$ cat src/rtl/led_scan_driver_pkg.sv
// Shared types and segment patterns for the LED scan driver.
//   SEG_WIDTH / HEX_WIDTH : segment bus width and digit nibble width
//   SegPath               : segment bus payload, bits [6:0] = a..g, bit 7 = dp
//   SEG_0 .. SEG_F        : active-high segment patterns per hex digit
package Types;

    localparam int unsigned SEG_WIDTH = 8;
    localparam int unsigned HEX_WIDTH = 4;
    localparam int unsigned SEG_DP    = 7;

    typedef logic [SEG_WIDTH-1:0] SegPath;

    localparam SegPath SEG_0 = 8'h3F;
    localparam SegPath SEG_1 = 8'h06;
    localparam SegPath SEG_2 = 8'h5B;
    localparam SegPath SEG_3 = 8'h4F;
    localparam SegPath SEG_4 = 8'h66;
    localparam SegPath SEG_5 = 8'h6D;
    localparam SegPath SEG_6 = 8'h7D;
    localparam SegPath SEG_7 = 8'h07;
    localparam SegPath SEG_8 = 8'h7F;
    localparam SegPath SEG_9 = 8'h6F;
    localparam SegPath SEG_A = 8'h77;
    localparam SegPath SEG_B = 8'h7C;
    localparam SegPath SEG_C = 8'h58;
    localparam SegPath SEG_D = 8'h5E;
    localparam SegPath SEG_E = 8'h79;
    localparam SegPath SEG_F = 8'h71;

endpackage

$ cat src/rtl/led_scan_driver_seg.sv
// Hex nibble to 7-segment pattern decoder (combinational).
//   hex   : nibble to display
//   dp    : decimal point, OR'd into bit SEG_DP
//   seg_c : segment pattern, 1 = lit
module seg_decoder
    import Types::*;
(
    input  logic [HEX_WIDTH-1:0] hex,
    input  logic                 dp,
    output SegPath               seg_c
);

    always_comb begin
        seg_c = '0;
        case (hex)
            4'h0: seg_c = SEG_0;
            4'h1: seg_c = SEG_1;
            4'h2: seg_c = SEG_2;
            4'h3: seg_c = SEG_3;
            4'h4: seg_c = SEG_4;
            4'h5: seg_c = SEG_5;
            4'h6: seg_c = SEG_6;
            4'h7: seg_c = SEG_7;
            4'h8: seg_c = SEG_8;
            4'h9: seg_c = SEG_9;
            4'hA: seg_c = SEG_A;
            4'hB: seg_c = SEG_B;
            4'hC: seg_c = SEG_C;
            4'hD: seg_c = SEG_D;
            4'hE: seg_c = SEG_E;
            4'hF: seg_c = SEG_F;
            default: seg_c = '0;
        endcase
        seg_c[SEG_DP] = seg_c[SEG_DP] | dp;
    end

endmodule

$ cat src/rtl/led_scan_driver.sv
// Time-multiplexed common-cathode 7-segment scan driver.
// Data loaded from the core is held pending and committed to the display
// register only at a frame boundary, so a frame never mixes old and new digits.
//   clk, rst          : clock, asynchronous active-low reset
//   valueIn           : packed hex nibbles, digit i at [4i+3:4i]
//   dpIn, blankIn     : per-digit decimal point / blank (1 = dark)
//   load              : single-cycle capture strobe into the pending register
//   brightness        : PWM duty code, sampled every cycle
//   segOut, digitSel  : registered segment bus and one-hot digit enable
//   frameDone         : one-cycle pulse after the last digit's slot ends
module led_scan_driver
    import Types::*;
#(
    parameter int unsigned DIGIT_NUM     = 8,
    parameter int unsigned SCAN_DIV_LOG2 = 10,
    parameter int unsigned BRIGHT_WIDTH  = 3
) (
    input  logic                           clk,
    input  logic                           rst,
    input  logic [HEX_WIDTH*DIGIT_NUM-1:0] valueIn,
    input  logic [DIGIT_NUM-1:0]           dpIn,
    input  logic [DIGIT_NUM-1:0]           blankIn,
    input  logic                           load,
    input  logic [BRIGHT_WIDTH-1:0]        brightness,
    output SegPath                         segOut,
    output logic [DIGIT_NUM-1:0]           digitSel,
    output logic                           frameDone
);

    localparam int unsigned IDX_WIDTH   = $clog2(DIGIT_NUM);
    localparam int unsigned VALUE_WIDTH = HEX_WIDTH * DIGIT_NUM;
    localparam logic [IDX_WIDTH-1:0] LAST_IDX = IDX_WIDTH'(DIGIT_NUM - 1);

    logic [SCAN_DIV_LOG2-1:0] presc;
    logic [IDX_WIDTH-1:0]     idx;

    logic [VALUE_WIDTH-1:0]   pendValue;
    logic [DIGIT_NUM-1:0]     pendDp;
    logic [DIGIT_NUM-1:0]     pendBlank;
    logic                     pendValid;

    logic [VALUE_WIDTH-1:0]   dispValue;
    logic [DIGIT_NUM-1:0]     dispDp;
    logic [DIGIT_NUM-1:0]     dispBlank;

    logic                     slotEnd_c;
    logic                     frameEnd_c;
    logic                     commit_c;
    logic [BRIGHT_WIDTH-1:0]  ph_c;
    logic                     lit_c;
    logic [HEX_WIDTH-1:0]     nibble_c;
    logic                     dp_c;
    SegPath                   seg_c;
    SegPath                   segNext_c;
    logic [DIGIT_NUM-1:0]     digitSelNext_c;

    // Slot/frame boundary detection and PWM gating.
    always_comb begin
        slotEnd_c      = &presc;
        frameEnd_c     = slotEnd_c && (idx == LAST_IDX);
        commit_c       = frameEnd_c && pendValid;
        ph_c           = presc[SCAN_DIV_LOG2-1 -: BRIGHT_WIDTH];
        nibble_c       = dispValue[HEX_WIDTH*idx +: HEX_WIDTH];
        dp_c           = dispDp[idx];
        // presc == 0 leaves a dark cycle at each slot start to avoid ghosting.
        lit_c          = (ph_c <= brightness) && (presc != '0) && !dispBlank[idx];
        segNext_c      = '0;
        digitSelNext_c = '0;
        if (lit_c) begin
            segNext_c      = seg_c;
            digitSelNext_c = DIGIT_NUM'(1) << idx;
        end
    end

    seg_decoder uDecoder (
        .hex   (nibble_c),
        .dp    (dp_c),
        .seg_c (seg_c)
    );

    // Prescaler and digit index.
    always_ff @(posedge clk or negedge rst) begin
        if (!rst) begin
            presc <= '0;
            idx   <= '0;
        end else begin
            presc <= presc + SCAN_DIV_LOG2'(1);
            if (slotEnd_c) begin
                idx <= (idx == LAST_IDX) ? '0 : idx + IDX_WIDTH'(1);
            end
        end
    end

    // Pending register; a load on the commit cycle stays pending for the next frame.
    always_ff @(posedge clk or negedge rst) begin
        if (!rst) begin
            pendValue <= '0;
            pendDp    <= '0;
            pendBlank <= '0;
            pendValid <= 1'b0;
        end else begin
            if (load) begin
                pendValue <= valueIn;
                pendDp    <= dpIn;
                pendBlank <= blankIn;
            end
            pendValid <= load || (pendValid && !frameEnd_c);
        end
    end

    // Display register, dark until the first commit.
    always_ff @(posedge clk or negedge rst) begin
        if (!rst) begin
            dispValue <= '0;
            dispDp    <= '0;
            dispBlank <= '1;
        end else if (commit_c) begin
            dispValue <= pendValue;
            dispDp    <= pendDp;
            dispBlank <= pendBlank;
        end
    end

    // Output registers.
    always_ff @(posedge clk or negedge rst) begin
        if (!rst) begin
            segOut    <= '0;
            digitSel  <= '0;
            frameDone <= 1'b0;
        end else begin
            segOut    <= segNext_c;
            digitSel  <= digitSelNext_c;
            frameDone <= frameEnd_c;
        end
    end

endmodule
$ cat config.mk
export PLATFORM = sky130hd
export DESIGN_NAME = led_scan_driver
export DESIGN_NICKNAME = d
export VERILOG_FILES = /design/src/rtl/led_scan_driver_pkg.sv /design/src/rtl/led_scan_driver_seg.sv /design/src/rtl/led_scan_driver.sv
export SDC_FILE = /design/constraint.sdc
export NUM_CORES = 1
export LEC_CHECK = 0
export CORE_ASPECT_RATIO = 0.9
export CORE_MARGIN = 4
export CORE_UTILIZATION = 45
export DETAILED_ROUTE_END_ITERATION = 8
export PLACE_DENSITY = 0.67
export SYNTH_ARGS = -nofsm -noshare
export SYNTH_HDL_FRONTEND = slang
export SYNTH_SLANG_ARGS = --single-unit
$ cat constraint.sdc
create_clock -name clk -period 6.5 [get_ports clk]
set_input_delay 0.975 -clock clk [delete_from_list [all_inputs] [get_ports clk]]
set_output_delay 0.975 -clock clk [all_outputs]
set_load 0.03 [all_outputs]
# After elaboration in Yosys (flattened, before gate mapping)
# Memories as Yosys holds them, arrays and structs flattened.
# Cells that the tools add are included.
[word_totals]
regBits = 127
rom_bits = 112
input_bits = 54
output_inout_bits = 17
mem_count = 1
[memory_table]
columns = ["name", "depth", "word_bits", "rd", "rd_ports_with_merged_regs", "wr", "line_no", "rtl"]
rows = [
  ["(name not given)", 16, 7, 1, 0, 0, "led_scan_driver_seg.sv:15", "case (hex)"],
]
[classes]
add_sub_neg = 2
magnitude_cmp = 2
n_eq_ne = 1
n_shift = 2
muxes = 7
bitwise_logic = 1
reduce_logical = 10
[op_table]
columns = ["op", "n"]
rows = [
  ["32-bit by 6-bit indexed part select with 4-bit output", 1],
  ["8-bit 2-to-1 mux", 2],
  ["10-bit by 1-bit adder with 10-bit output (second input constant)", 1],
  ["10-bit AND reduction", 1],
  ["10-bit nonzero test", 1],
  ["1-bit by 3-bit left shift with 8-bit output (first input constant)", 1],
  ["1-bit binary-select mux with 3-bit select", 2],
  ["1-bit logical AND", 5],
  ["3-bit by 4-bit < comparator with 1-bit output (second input constant)", 1],
  ["3-bit by 1-bit adder with 3-bit output (second input constant)", 1],
  ["3-bit equality test (second input constant)", 1],
  ["3-bit less-or-equal comparator", 1],
  ["3-bit 2-to-1 mux", 1],
  ["1-bit zero test", 2],
  ["1-bit 2-to-1 mux", 2],
  ["1-bit logical OR", 1],
  ["1-bit bitwise OR (first input constant)", 1],
]

# Logic depth before layout (Yosys ltp)
# Gate-level depths: netlist of run 1.
[depth]
ltp_word = 5
ltp_mapped = 8
ltp_nobuf = 7

# Modules after synthesis
# A second synthesis of run 1 with hierarchy kept.
[unflattened]
cells_unflattened = 386
hier_area_um2 = 5642.9
[by_module_without_submodules]
columns = ["mod", "instances", "cells_each", "area_each_um2", "seq_area_each_um2"]
rows = [
  ["led_scan_driver", 1, 353, 5366.4, 3188.1],
  ["seg_decoder", 1, 33, 276.5, 0.0],
]

# Worst setup path before layout of run 1
# No wires, ideal clock.
[synth_timing]
path_kind = "input-to-reg"
startpoint = "input port brightness[1]"
endpoint = "register digitSel[4]"
arrival_ns = 2.268
t_required_ns = 6.414
setup_slack_ns = 4.146
path_stages = 8
path_buffers = 1
cell_sequence = "inv_1 ha_1 nor2b_1 o21a_1 o21ai_0 nand4_4 buf_6 nor3_1"
[synth_between]
elab_chain_len = 4
[synth_lines]
columns = ["element", "line_no", "rtl"]
rows = [
  ["start: declaration", "led_scan_driver.sv:24", "input logic [BRIGHT_WIDTH-1:0] brightness,"],
  ["3-bit less-or-equal comparator", "led_scan_driver.sv:66", "lit_c = (ph_c <= brightness) && (presc != '0) && !dispBlank[idx];"],
  ["1-bit logical AND (2 in a row)", "led_scan_driver.sv:66", ""],
  ["8-bit 2-to-1 mux", "led_scan_driver.sv:69", "if (lit_c) begin"],
  ["net digitSelNext_c[4]", "led_scan_driver.sv:55", "logic [DIGIT_NUM-1:0] digitSelNext_c;"],
  ["end signal: assignment", "led_scan_driver.sv:132", "digitSel <= digitSelNext_c;"],
  ["end: declaration", "led_scan_driver.sv:26", "output logic [DIGIT_NUM-1:0] digitSel,"],
]
# The timed path passes the listed nets, and every way through them passes these cells.
# A chain may end at the register's enable or synchronous reset.

# Worst setup path in the final report of run 1
[layout_timing]
startpoint = "register idx[0]"
endpoint = "register segOut[6]"
[layout_between]
elab_chain_len = 5
word_cells_on_any_way = 7
cone_classes = "shift (1); mux (3); reduce/logical (2); memory (1)"
[layout_lines]
columns = ["element", "line_no", "rtl"]
rows = [
  ["start: declaration", "led_scan_driver.sv:35", "logic [IDX_WIDTH-1:0] idx;"],
  ["start signal: assignment", "led_scan_driver.sv:89", "idx <= (idx == LAST_IDX) ? '0 : idx + IDX_WIDTH'(1);"],
  ["parallel branches: the longest is 4 deep, another holds memory 16 x 7 bit", "-", ""],
  ["8-bit 2-to-1 mux (*)", "led_scan_driver.sv:69", ""],
  ["net segNext_c[6]", "led_scan_driver.sv:54", "SegPath segNext_c;"],
  ["end signal: assignment", "led_scan_driver.sv:131", "segOut <= segNext_c;"],
  ["end: declaration", "led_scan_driver.sv:25", "output SegPath segOut,"],
]
# Mark *: on every way through the listed nets, which the timed path passes. The select of a mux whose other input is x is not followed.

==> run metrics, run 1 <==
FP Rows 38; CTS tree done; Post-CTS Setup Bufs 0; Yosys cell types 44; initial antenna violation count 0; global route overflow 0; worst hold slack a little under 0.5 ns; RSZ-0062 raised after global routing no; worst-case clock buffer depth 2; clk_skew approximately 0.0066 ns; Starting Density 0.460; FF+latch count, synth about 130; most frequent cells in the layout dfrtp_1, mux2_2, clkdlybuf4s50_1; Pre-antenna DRT Iters 5; DRT antenna net count 0; status completed; Post-synth EDFFs 0; Synth Cell Area between 5000 and 6000 um^2; CP startpoint kind flop; post-DR vias/cell approximately 5.0; I/O pin count 71; HPWL reported at the end of detailed placement between 6000 and 7000 um; Synth area leaders dfrtp_1, mux2_2, ha_1, dfstp_2, mux4_2; setup TNS 0 ns; post-layout util 0.574; slowest CP cell dfrtp_1; Final Setup Violations 0; Synth Flop Type dfrtp_1; Design Power 1890 uW; P&R area growth vs syn 24.8%; crit-path most repeated cell a21oi_1; Sw Ratio 0.192; nets@finish slightly above 500; hold buffer count at CTS 0; CTS-repair resized insts 0; layout cell share with drive strength beyond 1 0.325; clock sinks approximately 130; Synth top area share 0.538; GRT Total Usage 0.147; vias in the first global route around 3300; net count after synthesis around 440; Rel. slew slack 0.247; internal power about 1500 uW; crit path time final between 2 and 3 ns; CP Capture Type flop; Die Span Y between 100 and 150 um; WS Path Type reg -> reg; crit path cell chain mux4_2 -> mux2i_1 -> inv_1 -> ha_1 -> nor2_1 -> a21oi_1 -> a21oi_1; H-tree levels 4; area leader, netlist dfrtp_1; worst hold path class reg -> reg; DRC viols 0; sequential share of the synthesized area 0.576; Clk network pwr share 0.505; Critical path buffers and inverters 1; Flop pwr share 0.444; Core Box Area roughly 12000 um^2; delay of the slowest critical-path stage ~0.92 ns; max cap viols 0; gpl congestion between 0.7 and 0.8; VDD IR-drop max ~0.17 mV; sw power around 360 uW; Pwr per Cell Area roughly 270 nW/um^2; fmax between 300 and 400 MHz; P_leak around 0.0031 uW; die span in x between 100 and 150 um; Fin. Hold Viols 0; CTS Buf Count 17; measured slew at the worst slew-check pin 1.13 ns; Ant. Diodes 0; cell count after synthesis 367; Yosys Warn Count 0; clock tree root driver cell clkbuf_16; DRC marker count from the first detailed-route iteration ~170; CP max FO 15; die area ~14000 um^2; most common cell after layout, fill and taps aside dfrtp_1; largest net degree at the start of global routing between 70 and 80; Routed WL about 9500 um; Req. time, crit path ~6.8 ns; Clock Pin Slew Worst Setup and Hold Paths roughly 0.05 ns; Worst EP arrival about 3.3 ns; Port Buffers 70; routed vias slightly above 3000; first-pass GRT wire length around 16000 um; post-DR wirelength/cell 15.6 um; Comb pwr share 0.051; Tcrit/Tclk final 0.456; worst skew pair latency 0.40 ns; Synth Area per Inst 15.1 um^2; cell family with most CP delay multiplexers; Pins Over Slew Limit 0; fraction of registers with async set/reset 1.00
## state kept, by name, indices dropped and copies added (netlist names), 3 cells and up
| name | count |
|---|---|
| presc | 10 |
| segOut | 8 |
| dispValue | 32 |
| idx | 3 |
| dispBlank | 8 |
| dispDp | 8 |
| digitSel | 8 |
| pendBlank | 8 |
| pendDp | 8 |
| pendValue | 32 |
## worst register-to-register path, delay by kind of cell (launching register included)
family	cells	cell delay, ns
buffers and inverters	1	0.21
and+or+nand+nor	1	0.16
muxes	2	1.07
adders and majority gates	1	0.28
AOI/OAI and AO/OA	2	0.24
DFF	1	0.92
## final cells by class
cell class | count | area, um^2
multi-input cells | 207 | 2140
repair buffers | 71 | 701
flip-flops and latches | 127 | 3190
clock inverters | 4 | 70.1
clock buffers | 28 | 547
well taps | 160 | 200
inverters | 16 | 60.1
fillers | 987 | 5130
## cell usage after synthesis, types with 2 or more instances
library cell / n
a21oi_1: 7
buf_1: 5
buf_12: 2
buf_4: 2
buf_6: 4
clkbuf_1: 3
dfrtp_1: 119
dfstp_2: 8
ha_1: 17
inv_1: 15
mux2_1: 6
mux2_2: 90
mux2i_1: 4
mux4_1: 5
mux4_2: 7
nand2_1: 9
nand2b_1: 2
nand3_1: 6
nor2_1: 9
nor2b_1: 4
nor3_1: 10
o21ai_0: 3
o21bai_1: 3
xnor2_1: 5
xor2_1: 3
## per-stage QoR
step	setup WS [ns]	instances	cell area [um^2]
detailed placement	3.51	581	6290
global placement	3.56	581	6290
global route	3.24	613	6900
CTS	3.50	613	6900
floorplan	4.15	367	5530
finish	3.54	613	6900
## layer usage
layer | track usage | vias to the layer above | routed length, um
li1 | - | 1448 | -
met1 | 0.198 | 1527 | 4590
met2 | 0.225 | 63 | 4470
met3 | 0.0453 | 10 | 360
met4 | 0.0564 | 0 | 126
met5 | 0 | - | 0
## power groups by stage
stage / Clock (uW) / Combinational (uW) / Sequential (uW)
after global routing: 1020 / 107 / 844
after CTS: 979 / 100 / 840
after floorplan: 0 / 40.1 / 850
after detailed placement: 0 / 99.7 / 853
final: 955 / 97.0 / 839
after global placement: 0 / 97.1 / 852
## kinds of logic (layout without fill, tap and decap cells)
group / after synthesis / count (layout) / share of synthesized area
mux: 114 / 114 / 0.262
xor+xnor: 8 / 8 / 0.0127
simple gates: 50 / 50 / 0.0509
compound gates: 18 / 18 / 0.0229
fa+ha+maj: 17 / 17 / 0.0385
buf+inv: 33 / 119 / 0.0371
flops: 127 / 127 / 0.576
## final timing paths
kind | to | depth (start not counted) | startpoint | slack, ns
setup / recovery | segOut[6]$_DFF_PN0_ | 7 | idx[0]$_DFFE_PN0P_ | 3.54
hold / removal | dispValue[16]$_DFFE_PN0P_ | 1 | dispValue[16]$_DFFE_PN0P_ | 0.49
setup reg to reg | segOut[6]$_DFF_PN0_ | 7 | idx[0]$_DFFE_PN0P_ | 3.54
hold reg to reg | dispValue[16]$_DFFE_PN0P_ | 1 | dispValue[16]$_DFFE_PN0P_ | 0.49
max in group asynchronous | segOut[1]$_DFF_PN0_ | 2 | rst | 4.56
min in group asynchronous | pendBlank[0]$_DFFE_PN0P_ | 1 | rst | 0.60
Power figures use the tool's default switching activity.
==> run 2, diff against run 1 <==
Settings changed: PLACE_DENSITY 0.67 to 0.7.
Clock period 6.5 ns to 2.7 ns, I/O delays scaled along.
==> run 2 against run 1 <==
Net effect:
- total power grew 140%
- largest cell class unchanged
- critical path type unchanged
- utilization up 0.79 points
- critical endpoint is now segOut[0]$_DFF_PN0_
- non-clock buffer count is 10 higher
- the flow now finishes with violations (hold timing)
- largest power group unchanged
- via count increased by 3.8%
- register-to-register slack got worse by 3.2 ns
==> run metrics, run 2 (same netlist as run 1, synthesis figures left out) <==
Final Setup Violations 0 (unchanged); global route overflow 0 (unchanged); P&R area growth vs syn 26.5% (was 24.8%); CP Capture Type flop (unchanged); gpl congestion 0.745 (was 0.734); Filler cells 948 (was 987); post-DR wirelength/cell 16.1 um (was 15.6 um); Flop pwr share 0.448 (was 0.444); max cap viols 0 (unchanged); clk_skew 0.0118 ns (was 0.00658 ns); Ant. Diodes 0 (unchanged); HPWL reported at the end of detailed placement 6910 um (was 6300 um); Clk network pwr share 0.498 (was 0.505); worst skew pair latency 0.40 ns (about the same); Pwr per Cell Area 644 nW/um^2 (was 274 nW/um^2); Starting Density 0.460 (unchanged); biggest regs dispValue: 32 flops, pendValue: 32 flops, presc: 10 flops (unchanged); Critical path buffers and inverters 1 (unchanged); fmax 417 MHz (was 338 MHz); Routed WL 10000 um (was 9550 um); hold buffer count at CTS 0 (unchanged); DRC viols 0 (unchanged); layout cell share with drive strength beyond 1 0.348 (was 0.325); largest net degree at the start of global routing 56 (was 76); status finished with violations (was completed); slowest CP cell dfrtp_1 (unchanged); nets@finish 521 (was 511); Rel. slew slack 0.611 (was 0.247); clock tree root driver cell clkbuf_16 (unchanged); Pins Over Slew Limit 0 (unchanged); Clock Pin Slew Worst Setup and Hold Paths 0.06 ns (was 0.05 ns); Pre-antenna DRT Iters 4 (was 5); DRT antenna net count 0 (unchanged); CTS-repair resized insts 0 (unchanged); CTS tree done (unchanged); Core Box Area 12000 um^2 (unchanged); routed vias 3164 (was 3048); most common cell after layout, fill and taps aside dfrtp_1 (unchanged); crit path time final 2.40 ns (was 2.96 ns); H-tree levels 4 (unchanged); setup TNS 0 ns (unchanged); VDD IR-drop max 0.328 mV (was 0.169 mV); initial antenna violation count 0 (unchanged); Die Span Y 113 um (unchanged); die span in x 125 um (unchanged); Port Buffers 70 (unchanged); CTS Buf Count 17 (unchanged); I/O pin count 71 (unchanged); DRC marker count from the first detailed-route iteration 178 (was 172); failing checks hold timing; CP startpoint kind flop (unchanged); vias in the first global route 3487 (was 3284); Fin. Hold Viols 1 (was 0); first-pass GRT wire length 17300 um (was 16400 um); Sw Ratio 0.214 (was 0.192); FP Rows 38 (unchanged); Req. time, crit path 3.01 ns (was 6.82 ns); crit path cell chain mux4_2 -> mux2i_2 -> inv_1 -> ha_1 -> mux2i_1 -> nand2_1 -> a21oi_1 (was mux4_2 -> mux2i_1 -> inv_1 -> ha_1 -> nor2_1 -> a21oi_1 -> a21oi_1); worst hold path class in -> async (was reg -> reg); worst hold slack -0.000621 ns (was 0.486 ns); sw power 966 uW (was 363 uW); clock sinks 127 (unchanged); GRT Total Usage 0.151 (was 0.147); worst-case clock buffer depth 2 (unchanged); Worst EP arrival 2.71 ns (was 3.28 ns); WS Path Type reg -> reg (unchanged); RSZ-0062 raised after global routing no (unchanged); P_leak 0.00316 uW (was 0.00312 uW); post-DR vias/cell 5.08 (was 4.97); internal power 3540 uW (was 1530 uW); Post-CTS Setup Bufs 0 (unchanged); CP max FO 8 (was 15); delay of the slowest critical-path stage 0.57 ns (was 0.92 ns); cell family with most CP delay multiplexers (unchanged); die area 14100 um^2 (unchanged); Tcrit/Tclk final 0.888 (was 0.456); Comb pwr share 0.054 (was 0.051); most frequent cells in the layout dfrtp_1, mux2_2, clkdlybuf4s50_1 (unchanged); measured slew at the worst slew-check pin 0.584 ns (was 1.13 ns)
==> run 2: cell count changes in the layout (fill, tap and decap cells not counted), sizes merged <==
| cell | delta |
|---|---|
| inv | +2 |
| clkbuf | -8 |
| buf | +10 |
| clkinvlp | +1 |
| clkinv | +5 |
==> run 2: worst paths after layout <==
check | startpoint | endpoint | slack, ns | depth (start not counted)
max reg2reg | idx[0]$_DFFE_PN0P_ | segOut[0]$_DFF_PN0_ | 0.30 | 7
min in group clk | presc[0]$_DFF_PN0_ | presc[0]$_DFF_PN0_ | 0.48 | 1
min | rst | pendValue[24]$_DFFE_PN0P_ | -0.0006 | 1
max | idx[0]$_DFFE_PN0P_ | segOut[0]$_DFF_PN0_ | 0.30 | 7
min reg2reg | presc[0]$_DFF_PN0_ | presc[0]$_DFF_PN0_ | 0.48 | 1
max in group asynchronous | rst | dispBlank[7]$_DFFE_PN1P_ | 1.84 | 2
==> run 2: area by class of cell <==
cell class | count | area (um^2) | area share
repair buffers | 81 | 813 | 0.116
well taps | 160 | 200 | 0.0286
flip-flops and latches | 127 | 3190 | 0.456
inverters | 16 | 60.1 | 0.00858
multi-input cells | 207 | 2140 | 0.306
clock inverters | 12 | 135 | 0.0193
clock buffers | 20 | 457 | 0.0653
==> run 2: layer usage <==
layer	global-route usage	up-vias	routed length, um
li1	-	1474	-
met1	0.211	1623	4970
met2	0.237	65	4690
met3	0.0415	2	347
met4	0.0390	0	31
met5	0	-	0
==> run 2: power groups by stage <==
stage               clock network (uW)  registers (uW)  logic [uW]
floorplan                            0            2050        96.6
global placement                     0            2050         238
global route                      2370            2030         268
detailed placement                   0            2060         247
CTS                               2290            2020         249
finish                            2250            2020         242
==> run 2: per-stage QoR <==
step           utilization  setup slack (ns)  area, um^2  instances  power (uW)
4_1_cts              0.581             0.160        6990        623        4560
3_3_place_gp         0.532             0.231        6400        591        2290
2_1_floorplan            -             0.443        5530        367        2140
5_1_grt              0.582             0.106        7000        623        4670
3_5_place_dp         0.532             0.167        6400        591        2300
6_report             0.582             0.304        7000        623        4510
==> run 3, diff against run 2 <==
Settings changed: PLACE_DENSITY 0.7 to unset, PLACE_DENSITY_LB_ADDON set to 0.1.
==> run 3 against run 2 <==
Net effect:
- the run now ends clean
- global-route usage is 0.26 points higher
- largest power group unchanged
- sequential share of layout area stayed put
- cell count is 0.32% higher
- setup slack better by 0.18 ns
- routed wire length is 3.4% lower
- non-clock buffer count is 2 higher
- utilization stayed put
- die area stayed put
- sequential cell count stayed put
- critical endpoint is now segOut[3]$_DFF_PN0_
- first-iteration DRC count is 2.8% higher
- hold slack better by 0.47 ns
- highest routed layer unchanged
==> run metrics, run 3 (same netlist as run 1, synthesis figures left out) <==
fmax 451 MHz (was 417 MHz); Routed WL 9680 um (was 10000 um); Die Span Y 113 um (unchanged); P_leak 0.00317 uW (was 0.00316 uW); CP max FO 11 (was 8); Comb pwr share 0.054 (about the same); Sw Ratio 0.199 (was 0.214); clock sinks 127 (unchanged); Ant. Diodes 0 (unchanged); internal power 3580 uW (was 3540 uW); sw power 891 uW (was 966 uW); launch point of the worst reg-to-reg path idx[0]$_DFFE_PN0P_ (unchanged); Rel. slew slack 0.620 (was 0.611); GRT Total Usage 0.154 (was 0.151); Worst EP arrival 2.55 ns (was 2.71 ns); measured slew at the worst slew-check pin 0.570 ns (was 0.584 ns); gpl congestion 0.818 (was 0.745); origin of the worst setup path idx[0]$_DFFE_PN0P_ (unchanged); largest net degree at the start of global routing 50 (was 56); die span in x 125 um (unchanged); GR Layer Usage met2 0.230 (was 0.237); Post-CTS Setup Bufs 0 (unchanged); hold buffer count at CTS 1 (was 0); post-DR vias/cell 4.93 (was 5.08); VDD IR-drop max 0.394 mV (was 0.328 mV); CP startpoint kind flop (unchanged); I/O pin count 71 (unchanged); clock tree root driver cell clkbuf_16 (unchanged); Core Box Area 12000 um^2 (unchanged); setup ws final 0.482 ns (was 0.304 ns); Filler cells 980 (was 948); Flop pwr share 0.452 (was 0.448); GRT Max-Usage Layer met2 (unchanged); status completed (was finished with violations); Final Setup Violations 0 (unchanged); crit path time final 2.22 ns (was 2.40 ns); placed cells 592 (was 591); Port Buffers 70 (unchanged); max cap viols 0 (unchanged); delay of the slowest critical-path stage 0.55 ns (was 0.57 ns); die area 14100 um^2 (unchanged); HPWL reported at the end of detailed placement 6600 um (was 6910 um); RSZ-0062 raised after global routing no (unchanged); P&R area growth vs syn 26.5% (unchanged); initial antenna violation count 0 (unchanged); slowest CP cell mux4_2 (was dfrtp_1); worst skew pair latency 0.41 ns (was 0.40 ns); Design Power 4470 uW (was 4510 uW); worst hold path class reg -> reg (was in -> async); global route overflow 0 (unchanged); first-pass GRT wire length 16900 um (was 17300 um); CTS-repair resized insts 0 (unchanged); clk_skew 0.00664 ns (was 0.0118 ns); Clk network pwr share 0.494 (was 0.498); post-route insts no fill 625 (was 623); DRC viols 0 (unchanged); Pre-antenna DRT Iters 4 (unchanged); Tcrit/Tclk final 0.821 (was 0.888); crit path cell chain buf_4 -> mux4_2 -> mux2i_1 -> buf_4 -> inv_1 -> ha_1 -> nor2_1 -> o21bai_1 -> a21oi_1 (was mux4_2 -> mux2i_2 -> inv_1 -> ha_1 -> mux2i_1 -> nand2_1 -> a21oi_1); Fin. Hold Viols 0 (was 1); DP Area 6410 um^2 (was 6400 um^2); nets@finish 523 (was 521); setup TNS 0 ns (unchanged); GRT met3 Usage 0.0505 (was 0.0415); dpl ws 0.244 ns (was 0.167 ns); WS Path Type reg -> reg (unchanged); most frequent cells in the layout dfrtp_1, mux2_2, clkdlybuf4s50_1 (unchanged); fin area 7000 um^2 (unchanged); biggest regs dispValue: 32 flops, pendValue: 32 flops, presc: 10 flops (unchanged); Pins Over Slew Limit 0 (unchanged); Pwr per Cell Area 639 nW/um^2 (was 644 nW/um^2); Req. time, crit path 3.03 ns (was 3.01 ns); min-delay src presc[0]$_DFF_PN0_; CTS tree done (unchanged); H-tree levels 4 (unchanged); routed vias 3079 (was 3164); most common cell after layout, fill and taps aside dfrtp_1 (unchanged); crit-path most repeated cell buf_4; vias in the first global route 3401 (was 3487); Clock Pin Slew Worst Setup and Hold Paths 0.05 ns (was 0.06 ns); FP Rows 38 (unchanged); Starting Density 0.460 (unchanged); CTS Buf Count 17 (unchanged); CP Capture Type flop (unchanged); post-DR wirelength/cell 15.5 um (was 16.1 um); DRT antenna net count 0 (unchanged); DRC marker count from the first detailed-route iteration 183 (was 178); GR Util met1 0.204 (was 0.211); layout cell share with drive strength beyond 1 0.335 (was 0.348); worst-case clock buffer depth 2 (unchanged)
## run 3: changes by cell type in the layout (fill, tap and decap cells not counted)
cell           change
clkbuf_1           +4
mux2i_2            -2
mux2i_1            +2
clkbuf_8           +2
clkinv_4           -4
inv_6              -2
buf_4              +1
dlygate4sd3_1      +1
## run 3: final timing paths
path / cells after the start / end / slack (ns)
worst max register to register: 9 / segOut[3]$_DFF_PN0_ / 0.48
max in group asynchronous: 3 / dispBlank[7]$_DFFE_PN1P_ / 1.48
min in group asynchronous: 2 / presc[4]$_DFF_PN0_ / 0.50
worst max-delay path: 9 / segOut[3]$_DFF_PN0_ / 0.48
worst min register to register: 1 / presc[0]$_DFF_PN0_ / 0.47
worst min-delay path: 1 / presc[0]$_DFF_PN0_ / 0.47
## run 3: power groups by stage
stage	Sequential, uW	Clock [uW]	Combinational [uW]
after floorplan	2050	0	96.6
after global placement	2050	0	241
after detailed placement	2050	0	247
after CTS	2020	2270	249
after global routing	2030	2350	269
final	2020	2210	242
## run 3: final cells by class
type	instances	area (um^2)	area share
Multi-Input combinational cell	207	2140	0.305
Sequential cell	127	3190	0.456
Tap cell	160	200	0.0286
Clock inverter	6	82.6	0.0118
Clock buffer	26	499	0.0713
Timing Repair Buffer	83	831	0.119
Inverter	16	60.1	0.00858
## run 3: per-stage QoR
step / hold WS, ns / util
floorplan: 0.109 / -
global placement: 0.388 / 0.533
detailed placement: 0.388 / 0.533
CTS: 0.475 / 0.582
global route: 0.500 / 0.582
finish: 0.471 / 0.582
## run 3: worst max-delay path: cells and delay by family (launching register included)
kind | cells | cell delay, ns
and+or+nand+nor | 1 | 0.15
DFF | 1 | 0.34
AOI/OAI and AO/OA | 2 | 0.24
adders and majority gates | 1 | 0.23
muxes | 2 | 0.69
buffers and inverters | 3 | 0.49
## run 3: per-layer routing
layer | part of all wire | vias to the layer above
li1 | - | 1476
met1 | 0.47 | 1524
met2 | 0.46 | 65
met3 | 0.049 | 14
met4 | 0.019 | 0
met5 | 0 | -
